### config.mk
export PLATFORM = sky130hd
export DESIGN_NAME = hazard_scoreboard_unit_flat
export DESIGN_NICKNAME = d
export VERILOG_FILES = /design/src/rtl/hazard_scoreboard_if.sv /design/src/rtl/hazard_scoreboard_unit.sv /design/src/flat_wrapper.sv
export SDC_FILE = /design/constraint.sdc
export NUM_CORES = 1
export LEC_CHECK = 0
export ABC_AREA = 1
export BUFFER_PORTS_ARGS = -buffer_cell sky130_fd_sc_hd__buf_2
export CAP_MARGIN = 10
export CORE_ASPECT_RATIO = 1.2
export CORE_MARGIN = 5
export CORE_UTILIZATION = 40
export CTS_BUF_LIST = sky130_fd_sc_hd__clkbuf_2 sky130_fd_sc_hd__clkbuf_4 sky130_fd_sc_hd__clkbuf_8
export DETAILED_ROUTE_END_ITERATION = 7
export GPL_ROUTABILITY_DRIVEN = 0
export GPL_TIMING_DRIVEN = 0
export SYNTH_ARGS = -nofsm -noshare
export SYNTH_HDL_FRONTEND = slang
export SYNTH_SLANG_ARGS = --single-unit
### constraint.sdc
create_clock -name clk -period 5.05 [get_ports clk]
set_clock_uncertainty 0.2 [all_clocks]
set_input_delay 0.505 -clock clk [delete_from_list [all_inputs] [get_ports clk]]
set_output_delay 0.505 -clock clk [all_outputs]
set_load 0.01 [all_outputs]
### src/rtl/hazard_scoreboard_if.sv
// ID-stage hazard handshake bundle between the pipeline and hazard_scoreboard_unit.
// Perf counter signals exist only when HAZ_PERF_CNT_EN is defined.
interface hazard_scoreboard_if #(
   parameter int REG_W = 5
`ifdef HAZ_PERF_CNT_EN
   , parameter int PERF_W = 32
`endif
);
   logic             id_valid;
   logic [REG_W-1:0] id_rs1;
   logic             id_rs1_used;
   logic [REG_W-1:0] id_rs2;
   logic             id_rs2_used;
   logic [REG_W-1:0] id_rd;
   logic             id_reg_wr;
   logic             id_mem_read;
   logic             id_is_branch;
   logic             cache_miss;
   logic             br_taken;
   logic             stall_if;
   logic             stall_id;
   logic             flush_id;
   logic             flush_ex;
`ifdef HAZ_PERF_CNT_EN
   logic [PERF_W-1:0] perf_miss_stalls;
   logic [PERF_W-1:0] perf_load_stalls;
   logic [PERF_W-1:0] perf_branch_stalls;
   logic [PERF_W-1:0] perf_flushes;
`endif

   modport master (
      output id_valid, id_rs1, id_rs1_used, id_rs2, id_rs2_used, id_rd,
             id_reg_wr, id_mem_read, id_is_branch, cache_miss, br_taken,
      input  stall_if, stall_id, flush_id, flush_ex
`ifdef HAZ_PERF_CNT_EN
      , input perf_miss_stalls, perf_load_stalls, perf_branch_stalls, perf_flushes
`endif
   );

   modport slave (
      input  id_valid, id_rs1, id_rs1_used, id_rs2, id_rs2_used, id_rd,
             id_reg_wr, id_mem_read, id_is_branch, cache_miss, br_taken,
      output stall_if, stall_id, flush_id, flush_ex
`ifdef HAZ_PERF_CNT_EN
      , output perf_miss_stalls, perf_load_stalls, perf_branch_stalls, perf_flushes
`endif
   );
endinterface

### src/rtl/hazard_scoreboard_unit.sv
// Per-register latency scoreboard driving IF/ID stall, ID flush and EX bubble.
// Define HAZ_PERF_CNT_EN to add stall/flush perf counters and per-register load tags.
module hazard_scoreboard_unit #(
   parameter int NREGS    = 32,
   parameter int REG_W    = 5,
   parameter int CNT_W    = 3,
   parameter int ALU_LAT  = 1,
   parameter int LOAD_LAT = 2
`ifdef HAZ_PERF_CNT_EN
   , parameter int PERF_W = 32
`endif
) (
   input logic                clk,
   input logic                rst,
   hazard_scoreboard_if.slave hif
);

   logic [CNT_W-1:0] cnt_q [NREGS];
   logic [CNT_W-1:0] thr;
   logic [CNT_W-1:0] cnt_rs1;
   logic [CNT_W-1:0] cnt_rs2;
   logic             haz_rs1;
   logic             haz_rs2;
   logic             hazard;
   logic             stall;
   logic             load_rd;

   function automatic logic [CNT_W-1:0] sat_dec(input logic [CNT_W-1:0] v);
      return (v == '0) ? '0 : v - CNT_W'(1);
   endfunction

   // x0 is never tracked, so its lookup is forced to zero.
   function automatic logic [CNT_W-1:0] cnt_of(input logic [REG_W-1:0] idx);
      return (idx == '0) ? '0 : cnt_q[idx];
   endfunction

   // A count of 1 is covered by EX->EX forwarding, except for branches resolved in ID.
   always_comb begin
      thr     = hif.id_is_branch ? '0 : CNT_W'(1);
      cnt_rs1 = cnt_of(hif.id_rs1);
      cnt_rs2 = cnt_of(hif.id_rs2);
      haz_rs1 = hif.id_valid & hif.id_rs1_used & (hif.id_rs1 != '0) & (cnt_rs1 > thr);
      haz_rs2 = hif.id_valid & hif.id_rs2_used & (hif.id_rs2 != '0) & (cnt_rs2 > thr);
      hazard  = haz_rs1 | haz_rs2;
      stall   = hif.cache_miss | hazard;
      load_rd = hif.id_valid & ~stall & hif.id_reg_wr & (hif.id_rd != '0);
   end

   always_comb begin
      hif.stall_if = 1'b0;
      hif.stall_id = 1'b0;
      hif.flush_ex = 1'b0;
      hif.flush_id = 1'b0;
      if (!rst) begin
         hif.stall_if = stall;
         hif.stall_id = stall;
         hif.flush_ex = hazard & ~hif.cache_miss;
         hif.flush_id = hif.br_taken & ~stall;
      end
   end

   // A new producer overwrites any pending count (in-order WAW); a miss freezes everything.
   always_ff @(posedge clk) begin
      if (rst) begin
         for (int r = 0; r < NREGS; r++) cnt_q[r] <= '0;
      end else if (!hif.cache_miss) begin
         for (int r = 1; r < NREGS; r++) begin
            if (load_rd && (hif.id_rd == REG_W'(r)))
               cnt_q[r] <= hif.id_mem_read ? CNT_W'(LOAD_LAT) : CNT_W'(ALU_LAT);
            else
               cnt_q[r] <= sat_dec(cnt_q[r]);
         end
      end
   end

`ifdef HAZ_PERF_CNT_EN
   logic is_load_q [NREGS];
   logic load_stall;

   always_comb begin
      load_stall = ~hif.cache_miss &
                   ((haz_rs1 & is_load_q[hif.id_rs1]) | (haz_rs2 & is_load_q[hif.id_rs2]));
   end

   always_ff @(posedge clk) begin
      if (rst) begin
         for (int r = 0; r < NREGS; r++) is_load_q[r] <= 1'b0;
         hif.perf_miss_stalls   <= '0;
         hif.perf_load_stalls   <= '0;
         hif.perf_branch_stalls <= '0;
         hif.perf_flushes       <= '0;
      end else begin
         for (int r = 1; r < NREGS; r++) begin
            if (load_rd && (hif.id_rd == REG_W'(r))) is_load_q[r] <= hif.id_mem_read;
         end
         if (hif.cache_miss) hif.perf_miss_stalls <= hif.perf_miss_stalls + PERF_W'(1);
         if (load_stall) hif.perf_load_stalls <= hif.perf_load_stalls + PERF_W'(1);
         if (hazard && !hif.cache_miss && hif.id_is_branch)
            hif.perf_branch_stalls <= hif.perf_branch_stalls + PERF_W'(1);
         if (hif.flush_id) hif.perf_flushes <= hif.perf_flushes + PERF_W'(1);
      end
   end
`endif

endmodule

### src/flat_wrapper.sv
// flat-port wrapper written by rule: the top's interface ports become plain ports
module hazard_scoreboard_unit_flat 
#(
   parameter int NREGS    = 32,
   parameter int REG_W    = 5,
   parameter int CNT_W    = 3,
   parameter int ALU_LAT  = 1,
   parameter int LOAD_LAT = 2

)
  (clk, rst, hif_id_valid, hif_id_rs1, hif_id_rs1_used, hif_id_rs2, hif_id_rs2_used, hif_id_rd, hif_id_reg_wr, hif_id_mem_read, hif_id_is_branch, hif_cache_miss, hif_br_taken, hif_stall_if, hif_stall_id, hif_flush_id, hif_flush_ex);
  hazard_scoreboard_if #(.REG_W(REG_W)) hif_i ();
  input logic clk;
  input logic rst;
  input wire logic [$bits(hif_i.id_valid)-1:0] hif_id_valid;
  input wire logic [$bits(hif_i.id_rs1)-1:0] hif_id_rs1;
  input wire logic [$bits(hif_i.id_rs1_used)-1:0] hif_id_rs1_used;
  input wire logic [$bits(hif_i.id_rs2)-1:0] hif_id_rs2;
  input wire logic [$bits(hif_i.id_rs2_used)-1:0] hif_id_rs2_used;
  input wire logic [$bits(hif_i.id_rd)-1:0] hif_id_rd;
  input wire logic [$bits(hif_i.id_reg_wr)-1:0] hif_id_reg_wr;
  input wire logic [$bits(hif_i.id_mem_read)-1:0] hif_id_mem_read;
  input wire logic [$bits(hif_i.id_is_branch)-1:0] hif_id_is_branch;
  input wire logic [$bits(hif_i.cache_miss)-1:0] hif_cache_miss;
  input wire logic [$bits(hif_i.br_taken)-1:0] hif_br_taken;
  output wire logic [$bits(hif_i.stall_if)-1:0] hif_stall_if;
  output wire logic [$bits(hif_i.stall_id)-1:0] hif_stall_id;
  output wire logic [$bits(hif_i.flush_id)-1:0] hif_flush_id;
  output wire logic [$bits(hif_i.flush_ex)-1:0] hif_flush_ex;
  assign hif_i.id_valid = hif_id_valid;
  assign hif_i.id_rs1 = hif_id_rs1;
  assign hif_i.id_rs1_used = hif_id_rs1_used;
  assign hif_i.id_rs2 = hif_id_rs2;
  assign hif_i.id_rs2_used = hif_id_rs2_used;
  assign hif_i.id_rd = hif_id_rd;
  assign hif_i.id_reg_wr = hif_id_reg_wr;
  assign hif_i.id_mem_read = hif_id_mem_read;
  assign hif_i.id_is_branch = hif_id_is_branch;
  assign hif_i.cache_miss = hif_cache_miss;
  assign hif_i.br_taken = hif_br_taken;
  assign hif_stall_if = hif_i.stall_if;
  assign hif_stall_id = hif_i.stall_id;
  assign hif_flush_id = hif_i.flush_id;
  assign hif_flush_ex = hif_i.flush_ex;
  hazard_scoreboard_unit #(.NREGS(NREGS), .REG_W(REG_W), .CNT_W(CNT_W), .ALU_LAT(ALU_LAT), .LOAD_LAT(LOAD_LAT)) u_core (.clk(clk), .rst(rst), .hif(hif_i));
endmodule
======== Yosys cells after proc, flatten, opt, wreduce, memory -nomap -nowiden ========
Memory sizes are Yosys's and may differ from the RTL's.
Cells that the tools add are included.
storage, ports and cells
  register bits ........................... 0
  output and inout port bits .............. 4
  memories kept ........................... 1
  bits in writable memories ............... 96
  input port bits ......................... 25
memories
  memory        words  bits a word  rd ports  clocked after memory_dff  wr ports  RTL line                      RTL
  u_core.cnt_q  32     3            33        0                         32        hazard_scoreboard_unit.sv:18  logic [CNT_W-1:0] cnt_q [NREGS];
operators by class
  bitwise gates (word level) .............. 77
  equality and inequality tests ........... 31
  add/subtract/negate cells ............... 31
  $lt $le $gt $ge ......................... 2
  mux-type cells .......................... 350
  reductions and logical operators ........ 67
operators by type and width
  cell                   count
  $mux W3                95
  $mux W1                254
  $logic_not A3 Y1       31
  $sub A3 B1 Y3 const B  31
  $eq A5 B5 Y1 const B   16
  $or A1 B1 Y1           64
  $eq A5 B4 Y1 const B   8
  $logic_and A1 B1 Y1    31
  $eq A5 B3 Y1 const B   4
  $reduce_bool A5 Y1     3
  $and A1 B1 Y1          11
  $eq A5 B2 Y1 const B   2
  $logic_not A5 Y1       2
  $gt A3 B3 Y1           2
  $eq A5 B1 Y1 const B   1
  $mux W2                1
  $not A1 Y1             2

======== Longest topological paths before layout ========
Gate-level depths: netlist of the first run.
  word-level depth ........................ 17
  gate-level depth with buffers ........... 21
  depth with buffers taken out ............ 19

======== Worst setup path after synthesis of the first run ========
No wires, ideal clock.
  path kind ............................... input port to flip-flop
  start ................................... in rst
  end ..................................... mem u_core.cnt_q[10][0] (enable)
  data required time ...................... 3.972 ns
  setup time .............................. 0.878 ns
  data arrival time ....................... 2.655 ns
  buffers on the path ..................... 2
  stages .................................. 4
  path slack .............................. 1.317 ns
  cells stage by stage .................... clkbuf_1 > inv_1 > clkbuf_1 > nand2_1
RTL lines
  what                RTL line                      RTL
  start: declaration  flat_wrapper.sv:14            input logic rst;
  end: declaration    hazard_scoreboard_unit.sv:18

======== Worst setup path after layout of the first run ========
  start ................................... in hif_id_rs1[1]
  end ..................................... out hif_stall_if
between the ends
  cells in the longest elaborated chain, start to end .. 7
ends and longest elaborated chain
  what                                                RTL line                      RTL
  start: declaration                                  flat_wrapper.sv:16            input wire logic [$bits(hif_i.id_rs1)-1:0] hif_id_rs1;
  $mem_v2 Z32 W3 or $logic_not A5 Y1 (tied branches)  n/a
  $mux W3                                             hazard_scoreboard_unit.sv:34  return (idx == '0) ? '0 : cnt_q[idx];
  $gt A3 B3 Y1                                        hazard_scoreboard_unit.sv:42  haz_rs1 = hif.id_valid & hif.id_rs1_used & (hif.id_rs1 != '0) & (cnt_rs1 > thr);
  $and A1 B1 Y1 *                                     hazard_scoreboard_unit.sv:42
  $or A1 B1 Y1 *                                      hazard_scoreboard_unit.sv:44  hazard = haz_rs1 | haz_rs2;
  $or A1 B1 Y1 *                                      hazard_scoreboard_unit.sv:45  stall = hif.cache_miss | hazard;
  $mux W1 *                                           hazard_scoreboard_unit.sv:54  if (!rst) begin
  end: declaration                                    flat_wrapper.sv:26            output wire logic [$bits(hif_i.stall_if)-1:0] hif_stall_if;
Every way passes the cells marked *; elsewhere a longest branch is shown, timed or not.

==> results of run 1 <==
-- cell usage in the layout, fill, tap and decap left out, types with 30 or more instances in the layout --
cell type and n:
sky130_fd_sc_hd__edfxtp_1 93, sky130_fd_sc_hd__nand2_1 201, sky130_fd_sc_hd__ha_1 33, sky130_fd_sc_hd__nor3_1 51, sky130_fd_sc_hd__nand3_2 30, sky130_fd_sc_hd__buf_2 30, sky130_fd_sc_hd__o21ai_0 30, sky130_fd_sc_hd__nor2_1 172
sky130_fd_sc_hd__inv_1 82, sky130_fd_sc_hd__nand3_1 78, sky130_fd_sc_hd__a21oi_1 68
-- metal layers --
metal	vias to the layer above	global-route usage, %	part of all wire [%]
li1	3307	-	-
met2	284	35.1	46
met4	0	8.27	2.5
met3	42	4.48	8.7
met5	-	0	0
met1	3104	29.5	43
-- power by group --
group	switching (µW)	internal [µW]	total, µW
combinational	324	168	492
sequential	61.1	924	985
clock	304	377	682
total	689	1470	2160
-- Yosys cell counts (all sizes together) --
cell / n / share of area [%]
nor3: 51 / 3.5
a21boi: 4 / 0.42
nand3: 108 / 9.6
a2111oi: 1 / 0.12
nor2: 176 / 10
clkinv: 2 / 0.12
o22ai: 6 / 0.52
a22oi: 2 / 0.21
o211ai: 7 / 0.73
ha: 33 / 5.7
edfxtp: 93 / 39
inv: 88 / 4.7
and2: 5 / 0.43
nand4: 2 / 0.17
o211a: 1 / 0.14
clkbuf: 16 / 0.85
buf: 19 / 2.3
a21oi: 68 / 4.7
o21ai: 32 / 2.2
o221ai: 8 / 0.97
nand2: 231 / 13
or2: 2 / 0.17
a31oi: 1 / 0.087
o311ai: 1 / 0.12
-- worst min path at each step --
stage	startpoint	endpoint
after floorplan	u_core.cnt_q[20][2]$_SDFFCE_PP0P_	u_core.cnt_q[20][1]$_SDFFCE_PP0P_
after CTS	hif_id_mem_read	u_core.cnt_q[17][0]$_DFFE_PP_
after detailed placement	u_core.cnt_q[20][2]$_SDFFCE_PP0P_	u_core.cnt_q[20][1]$_SDFFCE_PP0P_
after global routing	hif_id_mem_read	u_core.cnt_q[17][0]$_DFFE_PP_
final	hif_id_mem_read	u_core.cnt_q[17][0]$_DFFE_PP_
after global placement	u_core.cnt_q[20][2]$_SDFFCE_PP0P_	u_core.cnt_q[20][1]$_SDFFCE_PP0P_
-- area by class of cell --
type | instances | area [µm²]
fillers | 1797 | 9760
plain buffers | 35 | 229
multi-input cells | 739 | 3840
well taps | 220 | 275
clock inverters | 7 | 138
inverters | 90 | 344
clock buffers | 9 | 124
flip-flops and latches | 93 | 2790
repair buffers | 24 | 143
-- critical path, cell delays in order --
cell and delay, ns:
sky130_fd_sc_hd__buf_2 0.14, sky130_fd_sc_hd__clkbuf_1 0.45, sky130_fd_sc_hd__o21ai_0 0.22, sky130_fd_sc_hd__o221ai_1 0.21
sky130_fd_sc_hd__o221ai_1 0.14, sky130_fd_sc_hd__o21ai_0 0.14, sky130_fd_sc_hd__o211ai_1 0.12, sky130_fd_sc_hd__ha_1 0.27
sky130_fd_sc_hd__or2_2 0.29, sky130_fd_sc_hd__nand3_1 0.10, sky130_fd_sc_hd__nand2_2 0.11, sky130_fd_sc_hd__nand2_4 0.12
sky130_fd_sc_hd__o21ai_0 0.08, sky130_fd_sc_hd__inv_1 0.11, sky130_fd_sc_hd__buf_4 0.10, sky130_fd_sc_hd__buf_2 0.11
-- kinds of logic after synthesis --
| kind of cell | Yosys count | synth area share, % |
|---|---|---|
| compound gates | 131 | 10.3 |
| fa+ha+maj | 33 | 5.74 |
| buf+inv | 125 | 7.96 |
| flops | 93 | 38.8 |
| simple gates | 575 | 37.2 |
-- per-stage QoR --
step	setup TNS [ns]	hold WS, ns	area (µm²)	utilization [%]
6_report	0	0.261	7880	44.7
5_1_grt	0	0.285	7880	44.7
4_1_cts	0	0.242	7880	44.7
3_5_place_dp	0	0.469	7620	43.2
3_3_place_gp	-47.77	0.477	7590	43.0
2_1_floorplan	0	0.436	7200	-
==> flow_summary_export.csv, run 1 <==
group,metric,value,unit
timing,finalMaxSlewViolations,0,
timing,max_freq,0.255,GHz
setup_path,r2r_cell_count,18,
setup_path,cp-endpoint,"hif_stall_if",
setup_path,critPathLaunch,"hif_id_rs1[1]",
clock_tree,tritoncts_num_sinks,93,
drt,route.final.wire_length,22.7,mm
power,leakage,0.00334,µW
grt,largest_net_degree_at_the_start_of_global_routing,49,
setup_path,crit_required,4.35,ns
drt,drt_pre_antenna_iters,8,
timing,final_worst_path_setup_slack,1.12,ns
cells_and_area,final_layout_size_suffix_gt1_share,13.2,%
cells_and_area,largest_register_ffs,93,
clock_tree,post_cts.repair.setup_buffers,0,
power,power_per_cell_area,274,nW/µm²
grt,overflow_left_after_global_routing,0,
floorplanning,placement_rows,53,
setup_path,r2r_start,"u_core.cnt_q[3][0]$_SDFFCE_PN0P_",
cells_and_area,reg.largest.list,"u_core.cnt_q x93",
placed_design,place_inst,1201,
timing,finalHoldViolCount,0,
cells_and_area,layout.nets,1050,
status,result_of_the_run,"completed",
worst_hold_path,min_path_type,"primary input to flop",
drt,drt-initial-drc-count,716,
floorplanning,die_width,132,µm
synthesis,postSynthRegisterBits,93,
floorplanning,design.portCount,29,
grt,grt_use_total,21.9,%
power,peakVddDrop,132,µV
timing,setup_viol,0,
clock_tree,cts-resized-gates,0,
clock_tree,cts.root.buffer_cell,"sky130_fd_sc_hd__clkbuf_8",
synthesis,synth.yosys.warnings,0,
worst_hold_path,hold-path-cell-count,2,
setup_path,end_of_the_worst_register_to_register_path,"u_core.cnt_q[5][0]$_SDFFCE_PN0P_",
setup_path,critPathLaunchType,"primary input",
power,totalPowerFinal,2160,µW
drt,routed-via-count,6737,
cells_and_area,final_instance_count_excl_fillers,1217,
drt,wl_per_cell,18.7,µm
timing,final_period_minus_worst_setup_slack,3.93,ns
clock_tree,cts.htree.levels,3,
synthesis,syn_area_per_cell,7.52,µm²
setup_path,crit_path_max_fanout,10,
cells_and_area,regMostFlops,"u_core.cnt_q",
floorplanning,core_region_area,17600,µm²
drt,via_per_inst,5.54,
timing,worst_slew_pin_slew,0.883,ns
run,cap_viol_max_count,0,
cells_and_area,num_antenna_cells,0,
setup_path,critical_path.endpoint_type,"output port",
drt,drc_errors,0,
floorplanning,fp.dieH,157,µm
timing,max_slew_headroom_at_the_worst_pin,41.2,%
clock_tree,numCtsBuffers,9,
placed_design,port-buffer-count,23,
setup_path,worst_ep_arrival_time,3.22,ns
setup_path,timing_worst_setup_path_type,"primary input to output port",
placed_design,hpwl,16.7,mm
cells_and_area,syn2layout_area_growth,9.54,%
synthesis,post_synth_num_cell_types,39,
grt,global_route_wire_length_before_repair,34.7,mm
setup_path,reg2reg_setup_slack,1.76,ns
drt,drtAntennaViolNets,0,
clock_tree,tritoncts,"yes",
floorplanning,initial_utilization,40.8,%
synthesis,netlist_area,7200,µm²
grt,antenna_found_initial,0,
floorplanning,die-area,20800,µm²
clock_tree,cts_buffer_depth,2,
synthesis,syn_inst,957,
synthesis,yosysSeqAreaShare,38.8,%
placed_design,placement.setup.worst_slack,1.21,ns
timing,final.period_utilization,77.7,%
clock_tree,hold_buf_cts,0,
clock_tree,cts.clk_slew.worst_paths,0.09,ns
timing,rsz0062_at_grt,"no",
synthesis,postSynthNetCount,1015,
clock_tree,insertion_delay,0.40,ns
grt,first_global_vias,6254,
No activity file was read; power rests on OpenSTA's default activity.
==> inputs of run 2 (changes only) <==
clock period = 3.6 ns   (was 5.05 ns; I/O delays follow)
==> flow_summary_export.csv, run 2 (synthesis results as in run 1) <==
group,metric,value,unit
placed_design,placement.setup.worst_slack,-0.0648,ns
cells_and_area,mostFrequentLayoutCell,"sky130_fd_sc_hd__nand2_1",
drt,drt_pre_antenna_iters,5,
grt,overflow_left_after_global_routing,0,
timing,worst_slew_pin_slew,0.883,ns
power,power_per_cell_area,381,nW/µm²
floorplanning,design.portCount,29,
cells_and_area,layout_common_cells,"201 x sky130_fd_sc_hd__nand2_1, 172 x sky130_fd_sc_hd__nor2_1, 93 x sky130_fd_sc_hd__edfxtp_1, 80 x sky130_fd_sc_hd__inv_1, 77 x sky130_fd_sc_hd__nand3_1",
placed_design,place_inst,1201,
cells_and_area,num_antenna_cells,0,
cells_and_area,fin_util,45.4,%
timing,max_freq,0.288,GHz
clock_tree,cts_buffer_depth,2,
timing,setup_viol,0,
floorplanning,initial_utilization,40.8,%
setup_path,cp_slowest_stage_delay,0.46,ns
setup_path,critical_path.endpoint_type,"output port",
cells_and_area,layout.nets,1061,
clock_tree,tritoncts,"yes",
drt,routed-via-count,6783,
clock_tree,cts.clk_slew.worst_paths,0.10,ns
setup_path,critical_path_cell_by_cell,"inv_2 > buf_4 > o221ai_2 > nand2_1 > nand2_1 > o211a_1 > a31oi_1 > ha_1 > or2_2 > nand3_1 > nand2_2 > buf_4 > a21oi_1 > buf_2",
timing,max_slew_headroom_at_the_worst_pin,41.1,%
power,leakage,0.00341,µW
grt,first_global_vias,6254,
floorplanning,die-area,20800,µm²
placed_design,hpwl,16.7,mm
timing,finalHoldViolCount,0,
floorplanning,placement_rows,53,
cells_and_area,final_layout_size_suffix_gt1_share,14.9,%
drt,wl_per_cell,18.6,µm
clock_tree,tritoncts_num_sinks,93,
cells_and_area,finalInstanceArea,8000,µm²
placed_design,post_dp_cell_area,7620,µm²
worst_hold_path,min_path_type,"primary input to flop",
setup_path,slowest_stage,"sky130_fd_sc_hd__edfxtp_1",
status,result_of_the_run,"completed",
setup_path,critical_path.top_delay_family,"simple AND/OR/NAND/NOR gates",
cells_and_area,reg.largest.list,"u_core.cnt_q x93",
run,cap_viol_max_count,0,
timing,final_worst_path_setup_slack,0.134,ns
setup_path,timing_worst_setup_path_type,"flop to output port",
cells_and_area,largest_register_ffs,93,
clock_tree,cts.htree.levels,3,
drt,drc_errors,0,
floorplanning,core_region_area,17600,µm²
setup_path,crit_path_max_fanout,4,
power,peakVddDrop,183,µV
clock_tree,cts.root.buffer_cell,"sky130_fd_sc_hd__clkbuf_8",
grt,largest_net_degree_at_the_start_of_global_routing,49,
setup_path,worst_ep_arrival_time,2.91,ns
timing,finalMaxSlewViolations,0,
grt,antenna_found_initial,0,
grt,global_route_wire_length_before_repair,34.7,mm
clock_tree,insertion_delay,0.40,ns
cells_and_area,fillerInstances,1795,
drt,via_per_inst,5.52,
floorplanning,die_width,132,µm
floorplanning,fp.dieH,157,µm
cells_and_area,syn2layout_area_growth,11.2,%
setup_path,critPathLaunchType,"flop",
drt,drt-initial-drc-count,746,
timing,final_period_minus_worst_setup_slack,3.47,ns
clock_tree,numCtsBuffers,9,
cells_and_area,final_instance_count_excl_fillers,1228,
setup_path,timing.critical_path.buf_inv,4,
cells_and_area,regMostFlops,"u_core.cnt_q",
setup_path,crit_required,3.04,ns
power,totalPowerFinal,3040,µW
placed_design,port-buffer-count,23,
timing,final.period_utilization,96.3,%
drt,route.final.wire_length,22.8,mm
drt,drtAntennaViolNets,0,
grt,grt_use_total,21.9,%
run 2: power by group:
group	switching [µW]	leakage, µW	internal (µW)
sequential	84.0	0.00102	1300
clock	418	0.000131	529
combinational	464	0.00226	252
total	966	0.00341	2080
run 2: through the flow:
| stage | TNS, ns | hold slack [ns] |
|---|---|---|
| 2_1_floorplan | 0 | 0.390 |
| 3_3_place_gp | -169.89 | 0.477 |
| 3_5_place_dp | -0.382 | 0.469 |
| 4_1_cts | 0 | 0.0971 |
| 5_1_grt | -0.00605 | 0.140 |
| 6_report | 0 | 0.116 |
run 2: worst reg2reg max path, delay by kind of cell, from the launching register on:
family	cells	cell delay, ns
and+or+nand+nor	10	1.13
adders and majority gates	1	0.25
AOI/OAI and AO/OA	4	0.55
buffers and inverters	3	0.39
DFF	1	0.46
run 2: final timing paths:
| check | start | end | slack (ns) | depth (start not counted) |
|---|---|---|---|---|
| worst max-delay path | u_core.cnt_q[3][0]$_SDFFCE_PN0P_ | hif_flush_ex | 0.13 | 14 |
| worst min-delay path | hif_id_mem_read | u_core.cnt_q[17][0]$_DFFE_PP_ | 0.12 | 2 |
| worst max register to register | u_core.cnt_q[3][0]$_SDFFCE_PN0P_ | u_core.cnt_q[5][0]$_SDFFCE_PN0P_ | 0.36 | 18 |
| worst min register to register | u_core.cnt_q[20][2]$_SDFFCE_PP0P_ | u_core.cnt_q[20][1]$_SDFFCE_PP0P_ | 0.49 | 4 |
run 2: layer usage:
layer | wire length [µm] | GRT usage, %
met2 | 10300 | 35.1
met4 | 629 | 8.27
met3 | 1960 | 4.48
met1 | 9880 | 29.5
met5 | 0 | 0
run 2: final cells by class:
class                           count  area, µm²  area share (%)
Multi-Input combinational cell    739       3860            48.2
Inverter                           90        344            4.30
Timing Repair Buffer               37        246            3.08
Clock inverter                      7        138            1.72
Tap cell                          220        275            3.44
Clock buffer                        9        124            1.55
Buffer                             33        221            2.77
Sequential cell                    93       2790            34.9
run 2: timing repair:
| item | 4_1_cts | 5_1_grt |
|---|---|---|
| endpoints found under the setup margin | 0 | 2 |
| buffers inserted | 0 | 13 |
| hold buffers | 0 | 0 |
| resized for setup | 0 | 16 |
==> inputs of run 3 (changes only) <==
PLACE_DENSITY = 0.69   (was not set)
==> flow_summary_export.csv, run 3 (synthesis results as in run 1) <==
group,metric,value,unit
setup_path,crit_path_max_fanout,10,
timing,max_freq,0.288,GHz
worst_hold_path,min_path_type,"primary input to flop",
drt,drt_pre_antenna_iters,5,
timing,final_period_minus_worst_setup_slack,3.47,ns
timing,max_slew_headroom_at_the_worst_pin,40.3,%
worst_hold_path,hold-path-cell-count,2,
drt,route.final.wire_length,21.3,mm
drt,wl_per_cell,17.4,µm
clock_tree,insertion_delay,0.39,ns
clock_tree,tritoncts,"yes",
floorplanning,initial_utilization,40.8,%
drt,via_per_inst,5.55,
clock_tree,cts.clk_slew.worst_paths,0.10,ns
timing,finalHoldViolCount,0,
setup_path,r2r_start,"u_core.cnt_q[3][0]$_SDFFCE_PN0P_",
timing,setup_viol,0,
clock_tree,tritoncts_num_sinks,93,
cells_and_area,finalInstanceArea,7900,µm²
setup_path,r2r_cell_count,19,
cells_and_area,final_instance_count_excl_fillers,1224,
setup_path,end_of_the_worst_register_to_register_path,"u_core.cnt_q[29][0]$_SDFFCE_PP0P_",
placed_design,hpwl,15.9,mm
worst_hold_path,hold-path-endpoint,"u_core.cnt_q[17][0]$_DFFE_PP_",
cells_and_area,reg.largest.list,"u_core.cnt_q x93",
setup_path,timing_worst_setup_path_type,"primary input to output port",
clock_tree,numCtsBuffers,9,
power,power_per_cell_area,362,nW/µm²
grt,antenna_found_initial,0,
cells_and_area,regMostFlops,"u_core.cnt_q",
setup_path,critical_path.endpoint_type,"output port",
clock_tree,cts_buffer_depth,2,
floorplanning,die-area,20800,µm²
timing,final.period_utilization,96.3,%
floorplanning,die_width,132,µm
grt,grt_use_total,20.6,%
floorplanning,core_region_area,17600,µm²
drt,routed-via-count,6789,
cells_and_area,fin_util,44.8,%
setup_path,critPathLaunchType,"primary input",
setup_path,reg2reg_setup_slack,0.29,ns
cells_and_area,num_antenna_cells,0,
grt,global_route_wire_length_before_repair,33.4,mm
clock_tree,cts.root.buffer_cell,"sky130_fd_sc_hd__clkbuf_8",
cells_and_area,layout.nets,1057,
placed_design,placement.setup.worst_slack,-0.0532,ns
timing,finalMaxSlewViolations,0,
floorplanning,design.portCount,29,
timing,final_worst_path_setup_slack,0.132,ns
cells_and_area,largest_register_ffs,93,
clock_tree,cts.htree.levels,3,
grt,overflow_left_after_global_routing,0,
worst_hold_path,worstHoldStart,"hif_id_mem_read",
drt,drc_errors,0,
grt,first_global_vias,6402,
power,peakVddDrop,177,µV
placed_design,post_dp_cell_area,7620,µm²
power,leakage,0.00336,µW
setup_path,worst_ep_arrival_time,2.91,ns
floorplanning,fp.dieH,157,µm
grt,largest_net_degree_at_the_start_of_global_routing,50,
timing,setup-tns-final,0,ns
floorplanning,placement_rows,53,
run,cap_viol_max_count,0,
placed_design,port-buffer-count,23,
setup_path,crit_required,3.04,ns
drt,drt-initial-drc-count,719,
status,result_of_the_run,"completed",
placed_design,place_inst,1201,
cells_and_area,layout_common_cells,"201 x sky130_fd_sc_hd__nand2_1, 172 x sky130_fd_sc_hd__nor2_1, 93 x sky130_fd_sc_hd__edfxtp_1, 81 x sky130_fd_sc_hd__inv_1, 78 x sky130_fd_sc_hd__nand3_1",
cells_and_area,syn2layout_area_growth,9.82,%
drt,drtAntennaViolNets,0,
cells_and_area,final_layout_size_suffix_gt1_share,14.2,%
timing,worst_slew_pin_slew,0.895,ns
cells_and_area,mostFrequentLayoutCell,"sky130_fd_sc_hd__nand2_1",
## run 3: cell count changes in the layout (fill, tap and decap cells not counted), sizes merged
| cell | previous run | this run |
|---|---|---|
| bufinv | 4 | 2 |
| clkinv | 5 | 6 |
| buf | 54 | 51 |
## run 3: through the flow
step                      power (µW)  hold WS [ns]
after floorplan                 1880         0.390
after global placement          2070         0.465
after detailed placement        2080         0.477
after CTS                       2840        0.0837
after global routing            3010         0.105
final                           2860        0.0892
## run 3: per-layer routing
layer,vias up,global-route usage [%],routed length [µm]
met3,70,5.82,2060
met1,3096,26.1,8990
met2,297,32.6,9470
li1,3326,-,-
met5,-,0,0
met4,0,10.0,825
## run 3: worst max-delay path by stage
stage / cells past startpoint / endpoint / start / slack, ns
3_3_place_gp: 4 / u_core.cnt_q[28][1]$_SDFFCE_PP0P_ / rst / -1.76
6_report: 18 / hif_stall_if / hif_id_rs1[0] / 0.13
5_1_grt: 16 / hif_stall_if / u_core.cnt_q[3][0]$_SDFFCE_PN0P_ / -0.003
4_1_cts: 13 / hif_stall_if / u_core.cnt_q[5][0]$_SDFFCE_PN0P_ / 0.05
3_5_place_dp: 17 / u_core.cnt_q[8][0]$_SDFFCE_PN0P_ / hif_id_rs2[2] / -0.05
2_1_floorplan: 4 / u_core.cnt_q[10][0]$_SDFFCE_PN0P_ / rst / 0.01
## run 3: repair_timing
action / CTS / global route
buffers inserted: 0 / 8
hold buffers: 0 / 0
resized for setup: 1 / 10
cloned: 0 / 0
setup endpoints to repair: 1 / 2
endpoints found under the hold margin: 0 / 0
pin swaps: 0 / 4
## run 3: area by class of cell
class,instances,area (µm²)
well taps,220,275
clock inverters,6,77.6
multi-input cells,739,3850
inverters,90,344
flip-flops and latches,93,2790
repair buffers,32,203
clock buffers,10,131
fillers,1787,9740
plain buffers,34,229
## run 3: power by group
group	switching, µW	total, µW	internal, µW
Sequential	84.0	1380	1300
Clock	385	777	392
Combinational	452	701	249
## run 3: critical path, stage by stage
cell	delay, ns
sky130_fd_sc_hd__buf_2	0.15
sky130_fd_sc_hd__buf_6	0.19
sky130_fd_sc_hd__buf_4	0.20
sky130_fd_sc_hd__a21oi_1	0.07
sky130_fd_sc_hd__o21ai_0	0.07
sky130_fd_sc_hd__o21ai_1	0.09
sky130_fd_sc_hd__o22ai_1	0.24
sky130_fd_sc_hd__o21ai_1	0.11
sky130_fd_sc_hd__o211ai_1	0.17
sky130_fd_sc_hd__ha_1	0.25
sky130_fd_sc_hd__or2_2	0.29
sky130_fd_sc_hd__nand3_1	0.11
sky130_fd_sc_hd__nand2_2	0.08
sky130_fd_sc_hd__nand2_4	0.11
sky130_fd_sc_hd__o21ai_0	0.08
sky130_fd_sc_hd__inv_1	0.11
sky130_fd_sc_hd__buf_4	0.10
sky130_fd_sc_hd__buf_2	0.11
